### src/rtl/svfloat_issue_queue_if.sv
// svfloat_issue_queue_if: request, unit and result signals of the float issue queue.
// master: the side that issues requests, hosts the arithmetic units and consumes results.
// slave:  the issue queue itself.
interface svfloat_issue_queue_if #(
  parameter int unsigned TAG_W = 4
) ();
  // Request channel
  logic             in_valid;
  logic             in_ready;
  logic [1:0]       in_op;
  logic [31:0]      in_lhs;
  logic [31:0]      in_rhs;
  logic [TAG_W-1:0] in_tag;
  // Arithmetic unit operands and results
  logic [31:0]      unit_lhs;
  logic [31:0]      unit_rhs;
  logic [31:0]      unit_mul;
  logic [31:0]      unit_div;
  logic [31:0]      unit_add;
  logic [31:0]      unit_sub;
  // Result channel
  logic             out_valid;
  logic             out_ready;
  logic [31:0]      out_result;
  logic [1:0]       out_op;
  logic [TAG_W-1:0] out_tag;
  logic             busy;

  modport master (
    output in_valid, in_op, in_lhs, in_rhs, in_tag, out_ready,
    output unit_mul, unit_div, unit_add, unit_sub,
    input  in_ready, unit_lhs, unit_rhs, out_valid, out_result, out_op, out_tag, busy
  );

  modport slave (
    input  in_valid, in_op, in_lhs, in_rhs, in_tag, out_ready,
    input  unit_mul, unit_div, unit_add, unit_sub,
    output in_ready, unit_lhs, unit_rhs, out_valid, out_result, out_op, out_tag, busy
  );
endinterface

### src/rtl/svfloat_issue_queue.sv
// svfloat_issue_queue: issues single-precision operations to external mul/div/add/sub units,
// tracks each request through a fixed-latency shift pipeline and buffers the selected unit
// result, with its op and tag, in an in-order FIFO. Issue credits bound the requests in
// flight so the FIFO can never overflow. Float values are passed through untouched.
// Ports:
//   clk  - single clock, rising edge
//   rst  - asynchronous, active-high reset
//   bus  - slave modport: request (in_*), unit operands/results (unit_*),
//          result (out_*) and busy
// Parameters: LATENCY (unit latency, 0 = combinational units), DEPTH (FIFO entries and
// credits, power of two >= 2), TAG_W (user tag width).
module svfloat_issue_queue #(
  parameter int unsigned LATENCY = 1,
  parameter int unsigned DEPTH   = 4,
  parameter int unsigned TAG_W   = 4
) (
  input logic                  clk,
  input logic                  rst,
  svfloat_issue_queue_if.slave bus
);

  localparam int unsigned PtrW = $clog2(DEPTH);
  localparam int unsigned CntW = PtrW + 1;

  typedef struct packed {
    logic [31:0]      result;
    logic [1:0]       op;
    logic [TAG_W-1:0] tag;
  } entry_t;

  logic                        issue, push, pop, full, empty;
  logic [CntW-1:0]             credits_q, credits_d;
  logic [31:0]                 lhs_q, rhs_q;
  logic [LATENCY:0]            trk_valid_q;
  logic [LATENCY:0][1:0]       trk_op_q;
  logic [LATENCY:0][TAG_W-1:0] trk_tag_q;
  // Pointers carry one extra wrap bit to tell full from empty.
  logic [CntW-1:0]             wr_ptr_q, rd_ptr_q;
  logic [PtrW-1:0]             wr_idx, rd_idx;
  entry_t                      mem_q [DEPTH];
  entry_t                      head;
  logic [31:0]                 cap_result;

  assign wr_idx = wr_ptr_q[PtrW-1:0];
  assign rd_idx = rd_ptr_q[PtrW-1:0];
  assign empty  = (wr_ptr_q == rd_ptr_q);
  assign full   = (wr_idx == rd_idx) && (wr_ptr_q[PtrW] != rd_ptr_q[PtrW]);

  assign bus.in_ready = (credits_q != '0);
  assign issue        = bus.in_valid && bus.in_ready;
  // The oldest tracking stage lines up with the unit output of its own operands.
  assign push         = trk_valid_q[LATENCY];
  assign pop          = !empty && bus.out_ready;

  always_comb begin
    cap_result = '0;
    unique case (trk_op_q[LATENCY])
      2'd0: cap_result = bus.unit_mul;
      2'd1: cap_result = bus.unit_div;
      2'd2: cap_result = bus.unit_add;
      2'd3: cap_result = bus.unit_sub;
    endcase
  end

  // A credit is taken on issue and returned on pop; both on one edge cancel out.
  always_comb begin
    credits_d = credits_q;
    if (issue && !pop) begin
      credits_d = credits_q - CntW'(1);
    end else if (pop && !issue) begin
      credits_d = credits_q + CntW'(1);
    end
  end

  always_ff @(posedge clk or posedge rst) begin
    if (rst) begin
      credits_q   <= CntW'(DEPTH);
      lhs_q       <= '0;
      rhs_q       <= '0;
      trk_valid_q <= '0;
      trk_op_q    <= '0;
      trk_tag_q   <= '0;
      wr_ptr_q    <= '0;
      rd_ptr_q    <= '0;
    end else begin
      credits_q <= credits_d;
      if (issue) begin
        lhs_q <= bus.in_lhs;
        rhs_q <= bus.in_rhs;
      end
      trk_valid_q[0] <= issue;
      trk_op_q[0]    <= bus.in_op;
      trk_tag_q[0]   <= bus.in_tag;
      for (int i = 1; i <= int'(LATENCY); i++) begin
        trk_valid_q[i] <= trk_valid_q[i-1];
        trk_op_q[i]    <= trk_op_q[i-1];
        trk_tag_q[i]   <= trk_tag_q[i-1];
      end
      if (push) begin
        wr_ptr_q <= wr_ptr_q + CntW'(1);
      end
      if (pop) begin
        rd_ptr_q <= rd_ptr_q + CntW'(1);
      end
    end
  end

  // Storage needs no reset: entries are only visible between push and pop.
  always_ff @(posedge clk) begin
    if (push) begin
      mem_q[wr_idx] <= '{result: cap_result, op: trk_op_q[LATENCY], tag: trk_tag_q[LATENCY]};
    end
  end

  assign head           = mem_q[rd_idx];
  assign bus.unit_lhs   = lhs_q;
  assign bus.unit_rhs   = rhs_q;
  assign bus.out_valid  = !empty;
  assign bus.out_result = empty ? '0 : head.result;
  assign bus.out_op     = empty ? '0 : head.op;
  assign bus.out_tag    = empty ? '0 : head.tag;
  assign bus.busy       = (|trk_valid_q) || !empty;

  // Credits make this unreachable; a push into a full FIFO without a pop would drop data.
  a_no_push_when_full : assert property (@(posedge clk) disable iff (rst)
    !(push && full && !pop));

endmodule

### src/flat_wrapper.sv
// flat-port wrapper written by rule: the top's interface ports become plain ports
module svfloat_issue_queue_flat 
#(
  parameter int unsigned LATENCY = 1,
  parameter int unsigned DEPTH   = 4,
  parameter int unsigned TAG_W   = 4
)
  (clk, rst, bus_in_valid, bus_in_op, bus_in_lhs, bus_in_rhs, bus_in_tag, bus_out_ready, bus_unit_mul, bus_unit_div, bus_unit_add, bus_unit_sub, bus_in_ready, bus_unit_lhs, bus_unit_rhs, bus_out_valid, bus_out_result, bus_out_op, bus_out_tag, bus_busy);
  svfloat_issue_queue_if #(.TAG_W(TAG_W)) bus_i ();
  input logic clk;
  input logic rst;
  input wire logic [$bits(bus_i.in_valid)-1:0] bus_in_valid;
  input wire logic [$bits(bus_i.in_op)-1:0] bus_in_op;
  input wire logic [$bits(bus_i.in_lhs)-1:0] bus_in_lhs;
  input wire logic [$bits(bus_i.in_rhs)-1:0] bus_in_rhs;
  input wire logic [$bits(bus_i.in_tag)-1:0] bus_in_tag;
  input wire logic [$bits(bus_i.out_ready)-1:0] bus_out_ready;
  input wire logic [$bits(bus_i.unit_mul)-1:0] bus_unit_mul;
  input wire logic [$bits(bus_i.unit_div)-1:0] bus_unit_div;
  input wire logic [$bits(bus_i.unit_add)-1:0] bus_unit_add;
  input wire logic [$bits(bus_i.unit_sub)-1:0] bus_unit_sub;
  output wire logic [$bits(bus_i.in_ready)-1:0] bus_in_ready;
  output wire logic [$bits(bus_i.unit_lhs)-1:0] bus_unit_lhs;
  output wire logic [$bits(bus_i.unit_rhs)-1:0] bus_unit_rhs;
  output wire logic [$bits(bus_i.out_valid)-1:0] bus_out_valid;
  output wire logic [$bits(bus_i.out_result)-1:0] bus_out_result;
  output wire logic [$bits(bus_i.out_op)-1:0] bus_out_op;
  output wire logic [$bits(bus_i.out_tag)-1:0] bus_out_tag;
  output wire logic [$bits(bus_i.busy)-1:0] bus_busy;
  assign bus_i.in_valid = bus_in_valid;
  assign bus_i.in_op = bus_in_op;
  assign bus_i.in_lhs = bus_in_lhs;
  assign bus_i.in_rhs = bus_in_rhs;
  assign bus_i.in_tag = bus_in_tag;
  assign bus_i.out_ready = bus_out_ready;
  assign bus_i.unit_mul = bus_unit_mul;
  assign bus_i.unit_div = bus_unit_div;
  assign bus_i.unit_add = bus_unit_add;
  assign bus_i.unit_sub = bus_unit_sub;
  assign bus_in_ready = bus_i.in_ready;
  assign bus_unit_lhs = bus_i.unit_lhs;
  assign bus_unit_rhs = bus_i.unit_rhs;
  assign bus_out_valid = bus_i.out_valid;
  assign bus_out_result = bus_i.out_result;
  assign bus_out_op = bus_i.out_op;
  assign bus_out_tag = bus_i.out_tag;
  assign bus_busy = bus_i.busy;
  svfloat_issue_queue #(.LATENCY(LATENCY), .DEPTH(DEPTH), .TAG_W(TAG_W)) u_core (.clk(clk), .rst(rst), .bus(bus_i));
endmodule
### config.mk
export PLATFORM = sky130hd
export DESIGN_NAME = svfloat_issue_queue_flat
export DESIGN_NICKNAME = d
export VERILOG_FILES = /design/src/rtl/svfloat_issue_queue_if.sv /design/src/rtl/svfloat_issue_queue.sv /design/src/flat_wrapper.sv
export SDC_FILE = /design/constraint.sdc
export NUM_CORES = 1
export LEC_CHECK = 0
export CORE_ASPECT_RATIO = 1.75
export CORE_MARGIN = 2
export CORE_UTILIZATION = 35
export CTS_BUF_LIST = sky130_fd_sc_hd__clkbuf_8
export DETAILED_ROUTE_END_ITERATION = 7
export PLACE_DENSITY = 0.63
export SLEW_MARGIN = 40
export SYNTH_ARGS = -nofsm -noshare
export SYNTH_HDL_FRONTEND = slang
export SYNTH_SLANG_ARGS = --single-unit
### constraint.sdc
create_clock -name clk -period 7.3 [get_ports clk]
set_clock_uncertainty 0.2 [all_clocks]
set_input_delay 1.46 -clock clk [delete_from_list [all_inputs] [get_ports clk]]
set_output_delay 1.46 -clock clk [all_outputs]
set_load 0.005 [all_outputs]
==> out/results.txt <==
worst hold path type -> reg2reg
Syn-to-layout area delta -> 40.1%
hold endpoint -> u_core.trk_tag_q[4]$_DFF_PP0_
most frequent cells in the layout -> clkdlybuf4s50_1 (306), edfxtp_1 (152), dfrtp_1 (83)
Tmin final -> 4.41 ns
Starting Density -> 0.353
Rows -> 82
slowest stage delay, CP -> 0.81 ns
Ports -> 307
WHS -> 0.141 ns
Cell Chain, Critical Path -> xor2_1, nor3_2, buf_4, nor2b_1, clkdlybuf4s50_1
Top Usage Layer GRT -> met2
endpoints failing hold -> 0
fin crit share -> 0.604
PwrDens -> 346 mW/mm²
NetSw -> 1.39 mW
clock group share of total power -> 0.216
n_diodes -> 0
outcome -> finished, final reports clean
H-tree levels -> 2
Synth Register Bits -> 239
first-pass GRT wire length -> 36700 µm
CTS buffer count -> 37
All-Layer GR Usage -> 0.157
clk slew on worst S/H paths -> 0.07 ns
Reg2Reg Setup Slack -> 4.45 ns
global-route met3 utilization -> 0.0464
max-slew violations -> 0
Crit path depth -> 5
most common cell after layout, fill and taps aside -> clkdlybuf4s50_1
Worst slew margin -> 0.521
clk buf depth -> 3
Worst path slowest cell -> dfrtp_4
antenna viol nets, final -> 0
Mapped Avg Cell Area -> 20.8 µm²
hpwl dp -> 16000 µm
TritonCTS Sinks -> 239
CP arrival -> 2.75 ns
worst r2r src -> u_core.rd_ptr_q[1]$_DFFE_PP0P_
YS warnings -> 0
port buffer count -> 306
Core Util, Final -> 0.495
# nets final -> 1016
Routed WL per cell -> 19.3 µm
router iterations before antenna repair -> 4
Syn Inst Count -> 485
Die Span Y -> 228 µm
hold path cells -> 0
combinational power share -> 0.383
die width -> 132 µm
met1 track demand over resource -> 0.171
crit end category -> primary output
Hold Startpoint -> u_core.trk_tag_q[0]$_DFF_PP0_
Filler Cells Inserted -> 2432
Sw Ratio -> 0.284
critical path's top delay family -> flip-flops
GRT overflow -> 0
worst-case reg-to-reg path depth -> 8
Final setup viols -> 0
PostCTS Resize Cnt -> 0
Netlist cell types -> 33
Post-Place Cells -> 1146
worst-margin pin slew -> 0.718 ns
MaxCap Viol Count -> 0
Static Leak -> 5.22 nW
Reg power frac -> 0.401
layout cell share with drive strength beyond 1 -> 0.237
setup_tns -> 0 ns
VDD IR max -> 0.000263 V
Peak Freq -> 0.227 GHz
Net Count, Synth -> 694
register area share after synthesis -> 0.669
vias per std cell -> 4.73
CTS tree -> yes
non-filler cells, final -> 1214
Skew-Pair Late Insertion Delay -> 0.54 ns
drt drc -> 0
Root Buffer -> clkbuf_8
DR vias -> 5738
die area -> 0.0302 mm²
Crit Path Class -> reg2out
r2r endpoint -> u_core.credits_q[2]$_DFFE_PP1P_
largest net degree at the start of global routing -> 88
initial antenna violation count -> 1
largest fanout on the critical path -> 42
total power -> 4.88 mW
RSZ-0062 raised after global routing -> no
Bufs and invs on worst path -> 2
CTS Hold Bufs -> 0
first-iteration detailed-routing DRC count -> 226
vias in the first global route -> 6522
Routability Congestion -> 0.765
cell area after synthesis -> 0.0101 mm²
Int Power -> 3.50 mW
postcts setup bufs -> 0
met2 Track Usage GR -> 0.283
drt total wl -> 23400 µm
Core Area -> 0.0285 mm²
startpoint types -> flop
Critical Path RT -> 5.64 ns
## metrics by stage
stage	area, µm²	setup WS, ns
final	14100	2.89
after detailed placement	13400	3.26
after global placement	13400	3.20
after CTS	14100	2.69
after global routing	14100	2.70
after floorplan	10100	3.39
## sequential cells by signal (all words and copies together), names as in the netlist
signal               count
u_core.bus.unit_lhs     32
u_core.bus.unit_rhs     32
u_core.credits_q         3
u_core.mem_q           152
u_core.rd_ptr_q          3
u_core.trk_op_q          4
u_core.trk_tag_q         8
u_core.trk_valid_q       2
u_core.wr_ptr_q          3
## worst max path at each step
stage / startpoint / endpoint
finish: u_core.rd_ptr_q[1]$_DFFE_PP0P_ / bus_out_result[26]
global route: u_core.rd_ptr_q[1]$_DFFE_PP0P_ / bus_out_tag[0]
CTS: u_core.rd_ptr_q[0]$_DFFE_PP0P_ / bus_out_result[26]
detailed placement: bus_in_valid / u_core.credits_q[2]$_DFFE_PP1P_
global placement: bus_in_valid / u_core.credits_q[2]$_DFFE_PP1P_
floorplan: rst / u_core.bus.unit_lhs[0]$_DFFE_PP0P_
## routing by layer
layer	up-vias	share of wire	routed length [µm]
met3	46	0.070	1630
li1	2542	-	-
met4	2	0.031	729
met2	244	0.53	12500
met5	-	0.00055	13
met1	2904	0.36	8530
## final cells by class
type                    count  area, µm²  area share
flip-flops and latches    239       6750       0.478
clock inverters            28        141      0.0100
repair buffers            311       3110       0.220
multi-input cells         210       3060       0.217
well taps                 378        473      0.0335
inverters                   8       31.3     0.00222
clock buffers              40        551      0.0390
## power by group through the flow
stage	logic, mW	registers, mW	clock network (mW)
floorplan	1.02	1.93	0
global placement	1.86	1.97	0
detailed placement	1.91	1.99	0
CTS	1.92	1.97	1.10
global route	2.02	2.00	1.16
finish	1.87	1.96	1.05
## synthesized netlist by cell type
| cell type | number | area [µm²] |
|---|---|---|
| mux2i_1 | 1 | 10.0 |
| buf_4 | 3 | 22.5 |
| mux2_2 | 15 | 169 |
| dfrtp_1 | 86 | 2150 |
| dfstp_2 | 1 | 26.3 |
| nor3_1 | 1 | 5.00 |
| buf_12 | 8 | 160 |
| buf_2 | 10 | 50.1 |
| edfxtp_1 | 152 | 4560 |
| clkbuf_1 | 5 | 18.8 |
| o31ai_1 | 1 | 7.51 |
| xor2_1 | 7 | 61.3 |
| nor4_1 | 1 | 6.26 |
| buf_1 | 1 | 3.75 |
| o311ai_0 | 1 | 8.76 |
| o21ai_0 | 2 | 10.0 |
| nor2b_1 | 38 | 238 |
| buf_6 | 1 | 11.3 |
| ha_1 | 6 | 75.1 |
| a21o_1 | 1 | 7.51 |
| nand2_1 | 2 | 7.51 |
| or3_4 | 1 | 11.3 |
| xnor2_1 | 3 | 26.3 |
| fa_1 | 1 | 20.0 |
| and2_1 | 4 | 25.0 |
| mux2_4 | 49 | 736 |
| nor2_1 | 2 | 7.51 |
| o21bai_1 | 1 | 7.51 |
| nand2b_1 | 1 | 6.26 |
| nor3b_1 | 1 | 7.51 |
| inv_1 | 8 | 30.0 |
| nand2_4 | 1 | 11.3 |
| mux4_2 | 70 | 1580 |
## logic make-up after synthesis
group | count (synthesis) | synth area share
AO/OA/AOI/OAI | 6 | 0.00410
XOR/XNOR | 10 | 0.00869
adder cells (fa/ha/maj) | 7 | 0.00943
buffers and inverters | 36 | 0.0294
flip-flops | 239 | 0.669
multiplexers | 135 | 0.247
AND/OR/NAND/NOR | 52 | 0.0323
Note: power is estimated with default switching activity, not from simulation.
